===== config.mk =====
export PLATFORM = sky130hd
export DESIGN_NAME = uart_tx
export DESIGN_NICKNAME = d
export VERILOG_FILES = /design/src/rtl/uart_pkg.sv /design/src/rtl/parity_calc.sv /design/src/rtl/uart_tx.sv
export SDC_FILE = /design/constraint.sdc
export NUM_CORES = 1
export LEC_CHECK = 0
export CELL_PAD_IN_SITES_DETAIL_PLACEMENT = 0
export CELL_PAD_IN_SITES_GLOBAL_PLACEMENT = 1
export CORE_UTILIZATION = 47
export CTS_CLUSTER_DIAMETER = 60
export DETAILED_ROUTE_END_ITERATION = 6
export DONT_BUFFER_PORTS = 1
export GPL_TIMING_DRIVEN = 0
export HOLD_SLACK_MARGIN = 0.02
export PLACE_DENSITY = 0.83
export SKIP_LAST_GASP = 1
export SYNTH_ARGS = -nofsm -noshare
export SYNTH_HDL_FRONTEND = slang
export SYNTH_SLANG_ARGS = --single-unit

===== constraint.sdc =====
create_clock -name CLK -period 2.5 [get_ports CLK]
set_input_delay 0.625 -clock CLK [delete_from_list [all_inputs] [get_ports CLK]]
set_output_delay 0.625 -clock CLK [all_outputs]
set_load 0.05 [all_outputs]

===== src/rtl/uart_pkg.sv =====
// Shared UART definitions: FSM state encoding and default payload width,
// used by both the transmitter and the receiver.
package uart_pkg;

  localparam int UART_DATA_WIDTH = 8;

  typedef enum logic [2:0] {
    IDLE   = 3'd0,
    START  = 3'd1,
    DATA   = 3'd2,
    PARITY = 3'd3,
    STOP   = 3'd4
  } uart_state_e;

  // Bit counter width; kept at least 1 so a 1-bit payload still has a counter.
  function automatic int cnt_width(input int data_width);
    return (data_width > 1) ? $clog2(data_width) : 1;
  endfunction

endpackage


===== src/rtl/parity_calc.sv =====
// Parity of a payload word: XOR-reduction, inverted when odd parity is selected.
module parity_calc #(
  parameter int DATA_WIDTH = 8
) (
  input  logic [DATA_WIDTH-1:0] data,
  input  logic                  odd,
  output logic                  parity
);

  assign parity = (^data) ^ odd;

endmodule


===== src/rtl/uart_tx.sv =====
// UART transmitter: one frame bit per CLK cycle, start / data LSB-first /
// optional parity / stop. TX_OUT and Busy come straight from flops.
module uart_tx
  import uart_pkg::*;
#(
  parameter int DATA_WIDTH = UART_DATA_WIDTH
) (
  input  logic                  CLK,
  input  logic                  RST,
  input  logic [DATA_WIDTH-1:0] P_DATA,
  input  logic                  Data_Valid,
  input  logic                  PAR_EN,
  input  logic                  PAR_TYP,
  output logic                  TX_OUT,
  output logic                  Busy,
  output uart_state_e           dbg_state
);

  localparam int CNT_W = cnt_width(DATA_WIDTH);
  localparam logic [CNT_W-1:0] LAST_BIT = CNT_W'(DATA_WIDTH - 1);

  uart_state_e           state_q, state_d;
  logic [CNT_W-1:0]      bit_cnt_q, bit_cnt_d;
  logic [DATA_WIDTH-1:0] data_q, data_d;
  logic                  par_en_q, par_en_d;
  logic                  par_typ_q, par_typ_d;
  logic                  tx_q, tx_d;
  logic                  busy_q, busy_d;
  logic                  parity_bit;

  parity_calc #(
    .DATA_WIDTH(DATA_WIDTH)
  ) u_parity (
    .data  (data_q),
    .odd   (par_typ_q),
    .parity(parity_bit)
  );

  // State register, together with the counter, latched frame and output flops.
  always_ff @(posedge CLK or negedge RST) begin
    if (!RST) begin
      state_q   <= IDLE;
      bit_cnt_q <= '0;
      data_q    <= '0;
      par_en_q  <= 1'b0;
      par_typ_q <= 1'b0;
      tx_q      <= 1'b1;
      busy_q    <= 1'b0;
    end else begin
      state_q   <= state_d;
      bit_cnt_q <= bit_cnt_d;
      data_q    <= data_d;
      par_en_q  <= par_en_d;
      par_typ_q <= par_typ_d;
      tx_q      <= tx_d;
      busy_q    <= busy_d;
    end
  end

  // Next state; the frame fields are only captured on acceptance in IDLE.
  always_comb begin
    state_d   = state_q;
    bit_cnt_d = bit_cnt_q;
    data_d    = data_q;
    par_en_d  = par_en_q;
    par_typ_d = par_typ_q;
    case (state_q)
      IDLE: begin
        if (Data_Valid) begin
          state_d   = START;
          data_d    = P_DATA;
          par_en_d  = PAR_EN;
          par_typ_d = PAR_TYP;
        end
      end
      START: begin
        state_d   = DATA;
        bit_cnt_d = '0;
      end
      DATA: begin
        if (bit_cnt_q == LAST_BIT) begin
          bit_cnt_d = '0;
          state_d   = par_en_q ? PARITY : STOP;
        end else begin
          bit_cnt_d = bit_cnt_q + 1'b1;
        end
      end
      PARITY:  state_d = STOP;
      STOP:    state_d = IDLE;
      default: state_d = IDLE;
    endcase
  end

  // Outputs are decoded from the upcoming state so the flops present the
  // bit of the state being entered, keeping start-bit latency at one edge.
  always_comb begin
    tx_d   = 1'b1;
    busy_d = 1'b1;
    case (state_d)
      IDLE: begin
        tx_d   = 1'b1;
        busy_d = 1'b0;
      end
      START:   tx_d = 1'b0;
      DATA:    tx_d = data_q[bit_cnt_d];
      PARITY:  tx_d = parity_bit;
      STOP:    tx_d = 1'b1;
      default: begin
        tx_d   = 1'b1;
        busy_d = 1'b0;
      end
    endcase
  end

  assign TX_OUT    = tx_q;
  assign Busy      = busy_q;
  assign dbg_state = state_q;

endmodule


== Word level (Yosys, flattened, before mapping) ==
Cells that the tools add are included.
Storage, ports and cells
  input port bits: 13
  word-level logic and storage cells: 32
  flip-flop bits (word level): 18
Cells by class
  $add $sub $neg: 1
  eq/ne operators: 8
  order comparisons: 1
  mux-type cells: 10
  reductions and logical operators: 4
  bitwise gates (word level): 1
Operator list (count)
  3-bit by 2-bit == test with 1-bit output, second input constant: 4
  3-bit 2-to-1 mux: 4
  3-bit case mux with 4 select lines: 1
  8-bit parity: 1
  3-bit by 1-bit == test with 1-bit output, second input constant: 2
  3-bit == test, second input constant: 2
  3-bit case mux with 2 select lines: 1
  3-bit by 4-bit less-than comparator with 1-bit output, second input constant: 1
  4-bit OR reduction: 1
  3-bit by 1-bit adder with 3-bit output, second input constant: 1
  1-bit binary-select mux with 3-bit select: 1
  3-bit logical NOT: 1
  1-bit case mux with 3 select lines: 1
  1-bit 2-to-1 mux: 2
  2-bit AND reduction: 1
  1-bit XOR: 1

== Depth between registers and ports, before layout ==
Gate-level depths: netlist of run 1.
  word-level depth: 6
  mapped depth: 8
  mapped depth without buffers: 8

== By module ==
A second synthesis of run 1 with hierarchy kept.
Unflattened totals
  cells, all modules: 86
  area total of the unflattened synthesis: 977.2 sq um
Modules (own cells, without submodules)
  uart_tx: cells an instance 79, sequential area each 451.7 sq um, area an instance 894.6 sq um, times used 1
  parity_calc: cells an instance 7, sequential area each 0.0 sq um, area an instance 82.6 sq um, times used 1

== Worst setup path before layout of run 1 ==
OpenSTA, ideal clock, no wires.
  path type: reg-to-reg
  from: reg state_q[0] (netlist: dbg_state[0])
  to: reg tx_q (netlist: TX_OUT)
  path buffers: 1
  data arrival time: 1876 ps
  library setup time: 82 ps
  cell stages (with the launch flop): 7
  clock period less this slack: 1957 ps
  setup slack: 543 ps
  path through: dfrtp_1 clkbuf_1 inv_1 a22oi_4 mux2i_1 o22ai_1 o31a_1
Between the ends
  longest elaborated chain between the ends: 5
  elaborated cells on any way between the ends: 14
  classes of those cells: 6 x eq/ne; 7 x mux; 1 x reduce/logical
Ends and longest elaborated chain
  start: declaration: line uart_tx.sv:22  | uart_state_e state_q, state_d;
  start signal: assignment: line uart_tx.sv:50  | state_q <= state_d;
  3-bit by 2-bit == test with 1-bit output or 3-bit by 1-bit == test with 1-bit output (tied branches): line uart_tx.sv:67  | case (state_q)
  3-bit case mux with 2 select lines: line uart_tx.sv:67
  1-bit binary-select mux with 3-bit select: line uart_tx.sv:105  | DATA: tx_d = data_q[bit_cnt_d];
  1-bit 2-to-1 mux (implied by the code): line uart_tx.sv:105
  1-bit case mux with 3 select lines (*): line uart_tx.sv:99  | case (state_d)
  net tx_d: line uart_tx.sv:27  | logic tx_q, tx_d;
  end signal: assignment: line uart_tx.sv:55  | tx_q <= tx_d;
  end: declaration: line uart_tx.sv:27
The timed path passes the listed nets; every way through them passes the cells marked *. The select of a mux whose other input is x is not followed.
A chain may end at the register's enable or synchronous reset.

== Worst setup path after layout of run 1 ==
Same ends and word-level chain as after synthesis.

==> impl_metrics.toml, run 1 <==
[run_status]
outcome = "finished, final reports clean"

[synth]
post_synth.cell_area_avg_um2 = 11.1
synth.mux.area_fraction_pct = 14.8
synthFlopType = "sky130_fd_sc_hd__dfrtp_1"
synthTopCellsByArea = "sky130_fd_sc_hd__dfrtp_1 (45%), sky130_fd_sc_hd__mux2_2 (11%), sky130_fd_sc_hd__xnor2_1 (6.4%)"
synth.cell_area_um2 = 952
synth-simple-area-share_pct = 12.2
synth_cell_type_count = 28
synth-seq-cells = 18
synth-warning-count = 0
syn_inst = 86
asyncSetResetFlopFracSynth_pct = 100
synth.top_cell.area_share_pct = 44.7
synthDominantAreaCellType = "sky130_fd_sc_hd__dfrtp_1"
synthesis.nets = 101
main_combinational_cell_family_by_area_after_synthesis = "multiplexers"
synth_area_in_adders_pct = 2.63
yosys.area_share.xor_xnor_pct = 7.36
synth.yosys.seq_area_share_pct = 47.4
synth_edf_count = 0
synth_most_common_cell = "sky130_fd_sc_hd__dfrtp_1"
most_numerous_cell_types_in_the_synthesized_netlist = "sky130_fd_sc_hd__dfrtp_1 (17), sky130_fd_sc_hd__mux2_2 (9), sky130_fd_sc_hd__a21oi_1 (8)"
synth_compound_area_share_pct = 12.1

[clocking]
numCtsBuffers = 3
post_cts_resize_count = 0
clockBufferDepth = 2
cts_tree = "built"
h_tree_depth_reported_by_cts = 1
clock_sinks = 18
ctsHoldBuffers = 1
clock_latency_ps = 290
clk_root_buffer_cell = "sky130_fd_sc_hd__clkbuf_4"
clk_pin_slew_ps = 100
postCtsSetupBuffers = 0

[placement]
detailed_place_hpwl_um = 1180
gp_congestion = 0.751
detailedPlace.worstSlack_ps = 298
placed_area_um2 = 983
placement.io_buffers = 0

[timing]
layout_setup_ws_ps = 263
max_clock_freq_mhz = 447
report.final.slew_viol_count = 0
clock_skew_ps = 2.11
count_of_final_hold_check_violations = 0
finalCritPeriodShare_pct = 89.5
max_slew_margin_pct = 49.6
fin_tns_setup_ps = 0
finalSetupViolCount = 0
worstMarginPinSlew_ps = 753
period_needed_ps = 2240
rsz0062_at_grt = "false"

[global_route]
maximum_number_of_pins_on_one_net_before_global_route_repair = 18
antenna_violations_before_repair = 0
grt_pass1_wl_um = 2590
number_of_global_route_vias_before_repair = 606
grt_overflow = 0
gr-usage-all-layers_pct = 17.6

[job]
max_cap_viol_count = 0

[die]
coreArea_mm2 = 0.00182
floorplan.rows = 15
die_outline_area_mm2 = 0.00221
ios = 18
starting_density_pct = 52.3
die_height_um = 47.0
die_w_um = 47.0

[worst_setup_path]
cp_data_required_time_ps = 2730
timing.setup.critical_path_class = "flop to flop"
worstSetupStartpointType = "flop"
worstSetupEndpointType = "flop"
path_max_fanout = 9
crit_arrival_ps = 2460

[route]
first_pass_iters = 4
detail_route.drc_violations = 0
finalWirelength_um = 1600
detail_route.wl_per_cell_um = 13.8
route.detailed.vias_per_inst = 5.45
detail_route.iter0.violations = 8
via_total_after_detailed_routing = 632
antenna_violating_nets_post_route = 0

[pwr]
power-per-cell-area_mw_per_mm2 = 1580
total_power_mw = 1.63
cellLeakagePower_nw = 0.491
worst_ir_drop_vdd_mv = 0.781

[finish]
diodes = 0
num-nets-final = 107
area.growth.synth_to_final_pct = 8.15
finalInstanceArea_mm2 = 0.00103
drive_above_1_share_pct = 22.0

[hold_path]
min_path_type = "input port to async pin"
-- registers in the layout, summed over array words and instances, names as in the netlist --
register,cells
Busy,1
TX_OUT,1
bit_cnt_q,3
data_q,8
dbg_state,3
par_en_q,1
par_typ_q,1
-- cells by family (layout without fill, tap and decap cells) --
kind of cell | after synthesis | after routing
and+or+nand+nor | 21 | 21
DFF | 18 | 18
AOI/OAI and AO/OA | 16 | 16
muxes | 13 | 13
xor gates and xnor gates | 8 | 8
buffers and inverters | 8 | 13
adders and majority gates | 2 | 2
-- path summary, 6_finish.rpt --
path	depth (start not counted)	to	startpoint	slack (ps)
worst min register to register	1	par_typ_q	par_typ_q	550
worst max register to register	6	TX_OUT	dbg_state[0]	260
max in group asynchronous	1	data_q[5]	RST	1200
worst max-delay path	6	TX_OUT	dbg_state[0]	260
worst min-delay path	0	TX_OUT	RST	160
min in group CLK	2	par_en_q	PAR_EN	450
-- report_power, final --
part           switching [mW]  internal [mW]
clock                  0.0875         0.0888
sequential              0.243          0.433
combinational           0.360          0.417
total                   0.691          0.938
-- stage by stage --
stage | hold WS, ps | std cells | utilization (%)
floorplan | 329 | 86 | -
global route | 143 | 116 | 56.6
detailed placement | 330 | 111 | 54.0
global placement | 330 | 111 | 54.0
CTS | 155 | 116 | 56.6
finish | 162 | 116 | 56.6
-- layer usage --
metal	vias to the layer above	wire (um)	global-route usage, %
met2	15	777	28.6
met1	301	712	22.4
met5	-	0	0
li1	312	-	-
met3	4	82	3.46
met4	0	27	8.57
-- final cells by class --
type                            instances  area, um^2
Buffer                                  3        13.8
Sequential cell                        18         452
Tap cell                               25        31.3
Fill cell                             176         791
Multi-Input combinational cell         60         468
Inverter                                5        18.8
Clock buffer                            4        36.3
Timing Repair Buffer                    1        10.0
-- critical path, cell delays in order (launching register included) --
cell	delay [ps]
sky130_fd_sc_hd__dfrtp_1	640
sky130_fd_sc_hd__clkbuf_1	400
sky130_fd_sc_hd__inv_1	170
sky130_fd_sc_hd__a22oi_4	300
sky130_fd_sc_hd__mux2i_1	240
sky130_fd_sc_hd__o22ai_1	110
sky130_fd_sc_hd__o31a_1	300
-- layout by cell type, fill, tap and decap left out, types with 2 or more instances in the layout --
cell and n:
sky130_fd_sc_hd__ha_1 2, sky130_fd_sc_hd__nand3b_1 2, sky130_fd_sc_hd__mux2i_1 4, sky130_fd_sc_hd__nand2b_1 4
sky130_fd_sc_hd__inv_1 5, sky130_fd_sc_hd__buf_2 2, sky130_fd_sc_hd__nor3_1 3, sky130_fd_sc_hd__nor2_1 5
sky130_fd_sc_hd__nand2_1 3, sky130_fd_sc_hd__clkbuf_4 3, sky130_fd_sc_hd__mux2_2 9, sky130_fd_sc_hd__a21oi_1 8
sky130_fd_sc_hd__xnor2_1 7, sky130_fd_sc_hd__dfrtp_1 17
Power figures use the tool's default switching activity.
==> run 2: changes to the inputs <==
CTS_CLUSTER_SIZE = 20   (was unset)
==> results of run 2 <==
No change in the layout: final DEF, timing and power equal those of run 1.
==> run 3: changes to the inputs <==
REMOVE_ABC_BUFFERS = 1   (was unset)
SLEW_MARGIN = 20   (was unset)
==> run 3 against run 2 <==
  * Design area is 2.3% lower
  * Worst setup slack worse by 12 ps
  * Flip-flop and latch count stayed put
  * Die area stayed put
  * Sequential power is 4.3% higher
  * Via count is 4.3% lower
==> impl_metrics.toml, run 3 (same netlist as run 1, synthesis figures left out) <==
[run_status]
outcome = "finished, final reports clean"

[worst_setup_path]
crit_path_max_incr_delay_ps = 840
timing.setup.critical_path_class = "flop to flop"
path_max_fanout = 13
critical_path.reg2reg.endpoint = "TX_OUT"
worst_path_dominant_cell_family = "compound AO/OA/AOI/OAI gates"
slowest_stage = "sky130_fd_sc_hd__dfrtp_1"
critical_path.n_buffers_inverters = 0
crit_arrival_ps = 2460
worstSetupStartpointType = "flop"
worst-r2r-setup-slack_ps = 250
cp_data_required_time_ps = 2710
critical_path.reg2reg.startpoint = "dbg_state[1]"
worstSetupEndpointType = "flop"
path_cells = "nand2b_1 -> o31ai_2 -> a22oi_4 -> mux2i_1 -> o22ai_1 -> o31a_1"
rr_worst_depth = 6
cp.depth = 6

[timing]
finalSetupViolCount = 0
max_clock_freq_mhz = 444
worstMarginPinSlew_ps = 891
fin_tns_setup_ps = 0
period_needed_ps = 2250
count_of_final_hold_check_violations = 0
report.final.slew_viol_count = 0
finalCritPeriodShare_pct = 90.0
max_slew_margin_pct = 40.3
rsz0062_at_grt = "false"
clock_skew_ps = 7.01
layout_setup_ws_ps = 250

[die]
die_outline_area_mm2 = 0.00221
floorplan.rows = 15
die_w_um = 47.0
coreArea_mm2 = 0.00182
starting_density_pct = 52.3
die_height_um = 47.0
ios = 18

[hold_path]
min_path_type = "input port to async pin"

[route]
route.detailed.vias_per_inst = 5.35
finalWirelength_um = 1590
detail_route.drc_violations = 0
detail_route.iter0.violations = 18
detail_route.wl_per_cell_um = 14.1
antenna_violating_nets_post_route = 0
via_total_after_detailed_routing = 605
first_pass_iters = 4

[finish]
finalInstanceArea_mm2 = 0.00101
largest-register = "data_q"
multi_input_logic_area_um2 = 468
final-seq-area_um2 = 452
num-nets-final = 104
layout_commonest_cell = "sky130_fd_sc_hd__dfrtp_1"
fillCellCount = 177
largest_reg_flops = 8
layout.cells.most_common_list = "sky130_fd_sc_hd__dfrtp_1 (17), sky130_fd_sc_hd__mux2_2 (9), sky130_fd_sc_hd__a21oi_1 (8)"
diodes = 0
drive_above_1_share_pct = 19.3
area.growth.synth_to_final_pct = 5.65

[clocking]
numCtsBuffers = 3
h_tree_depth_reported_by_cts = 1
clk_pin_slew_ps = 100
ctsHoldBuffers = 1
clockBufferDepth = 2
clock_sinks = 18
postCtsSetupBuffers = 0
post_cts_resize_count = 0
clk_root_buffer_cell = "sky130_fd_sc_hd__clkbuf_4"
clock_latency_ps = 280
cts_tree = "built"

[placement]
gp_congestion = 0.730
detailedPlace.worstSlack_ps = 264
placed_area_um2 = 970
detailed_place_hpwl_um = 1130
placement.io_buffers = 0

[pwr]
power.sequential.fraction_pct = 44.3
power_frac_clock_pct = 9.1
total_power_mw = 1.59
part_of_the_total_power_dissipated_in_combinational_logic_pct = 46.6
worst_ir_drop_vdd_mv = 0.838
p_int_mw = 0.900
cellLeakagePower_nw = 0.475
power-per-cell-area_mw_per_mm2 = 1580
netSwitchingPower_mw = 0.691
switching_share_pct = 43.4

[global_route]
top_usage_layer = "met2"
grt_use_met1_pct = 21.7
gr-usage-all-layers_pct = 16.0
grt_overflow = 0
antenna_violations_before_repair = 0
grt_pass1_wl_um = 2440
maximum_number_of_pins_on_one_net_before_global_route_repair = 18
number_of_global_route_vias_before_repair = 561
globalRouteMet3Util_pct = 3.08
met2_track_demand_over_resource_in_global_routing_pct = 26.1

[job]
max_cap_viol_count = 0
run 3: per-layer routing:
metal,share of wire [%],vias to the layer above
li1,-,300
met4,0.94,0
met5,0,-
met1,46,289
met3,4.3,2
met2,49,14
run 3: power groups by stage:
| stage | clock (mW) | combinational [mW] | sequential [mW] |
|---|---|---|---|
| after CTS | 0.153 | 0.744 | 0.705 |
| after global routing | 0.161 | 0.813 | 0.725 |
| after global placement | 0 | 0.718 | 0.707 |
| after floorplan | 0 | 0.648 | 0.674 |
| final | 0.145 | 0.741 | 0.705 |
| after detailed placement | 0 | 0.735 | 0.713 |
run 3: worst reg2reg max path: cells and delay by family (launching register included):
| family | cells | cell delay, ps |
|---|---|---|
| muxes | 1 | 200 |
| and+or+nand+nor | 1 | 230 |
| AOI/OAI and AO/OA | 4 | 910 |
| DFF | 1 | 840 |
run 3: stage by stage:
stage	util, %	cells	hold WS (ps)
after global routing	55.3	113	157
after floorplan	-	83	329
final	55.3	113	177
after CTS	55.3	113	164
after global placement	53.3	108	330
after detailed placement	53.3	108	330
run 3: area by class of cell:
cell class                 instances  share of cell area, %
inverter                           5                   1.87
clock buffer                       4                   2.61
timing repair buffer               1                  0.995
sequential                        18                   44.9
multi-input combinational         60                   46.5
tap                               25                   3.11
run 3: worst max-delay path by stage:
| stage | startpoint | to | slack, ps |
|---|---|---|---|
| 2_1_floorplan | dbg_state[1] | TX_OUT | 530 |
| 3_3_place_gp | dbg_state[1] | data_q[1] | 310 |
| 3_5_place_dp | dbg_state[1] | TX_OUT | 260 |
| 4_1_cts | dbg_state[1] | TX_OUT | 240 |
| 5_1_grt | dbg_state[1] | data_q[7] | 110 |
| 6_report | dbg_state[1] | TX_OUT | 250 |
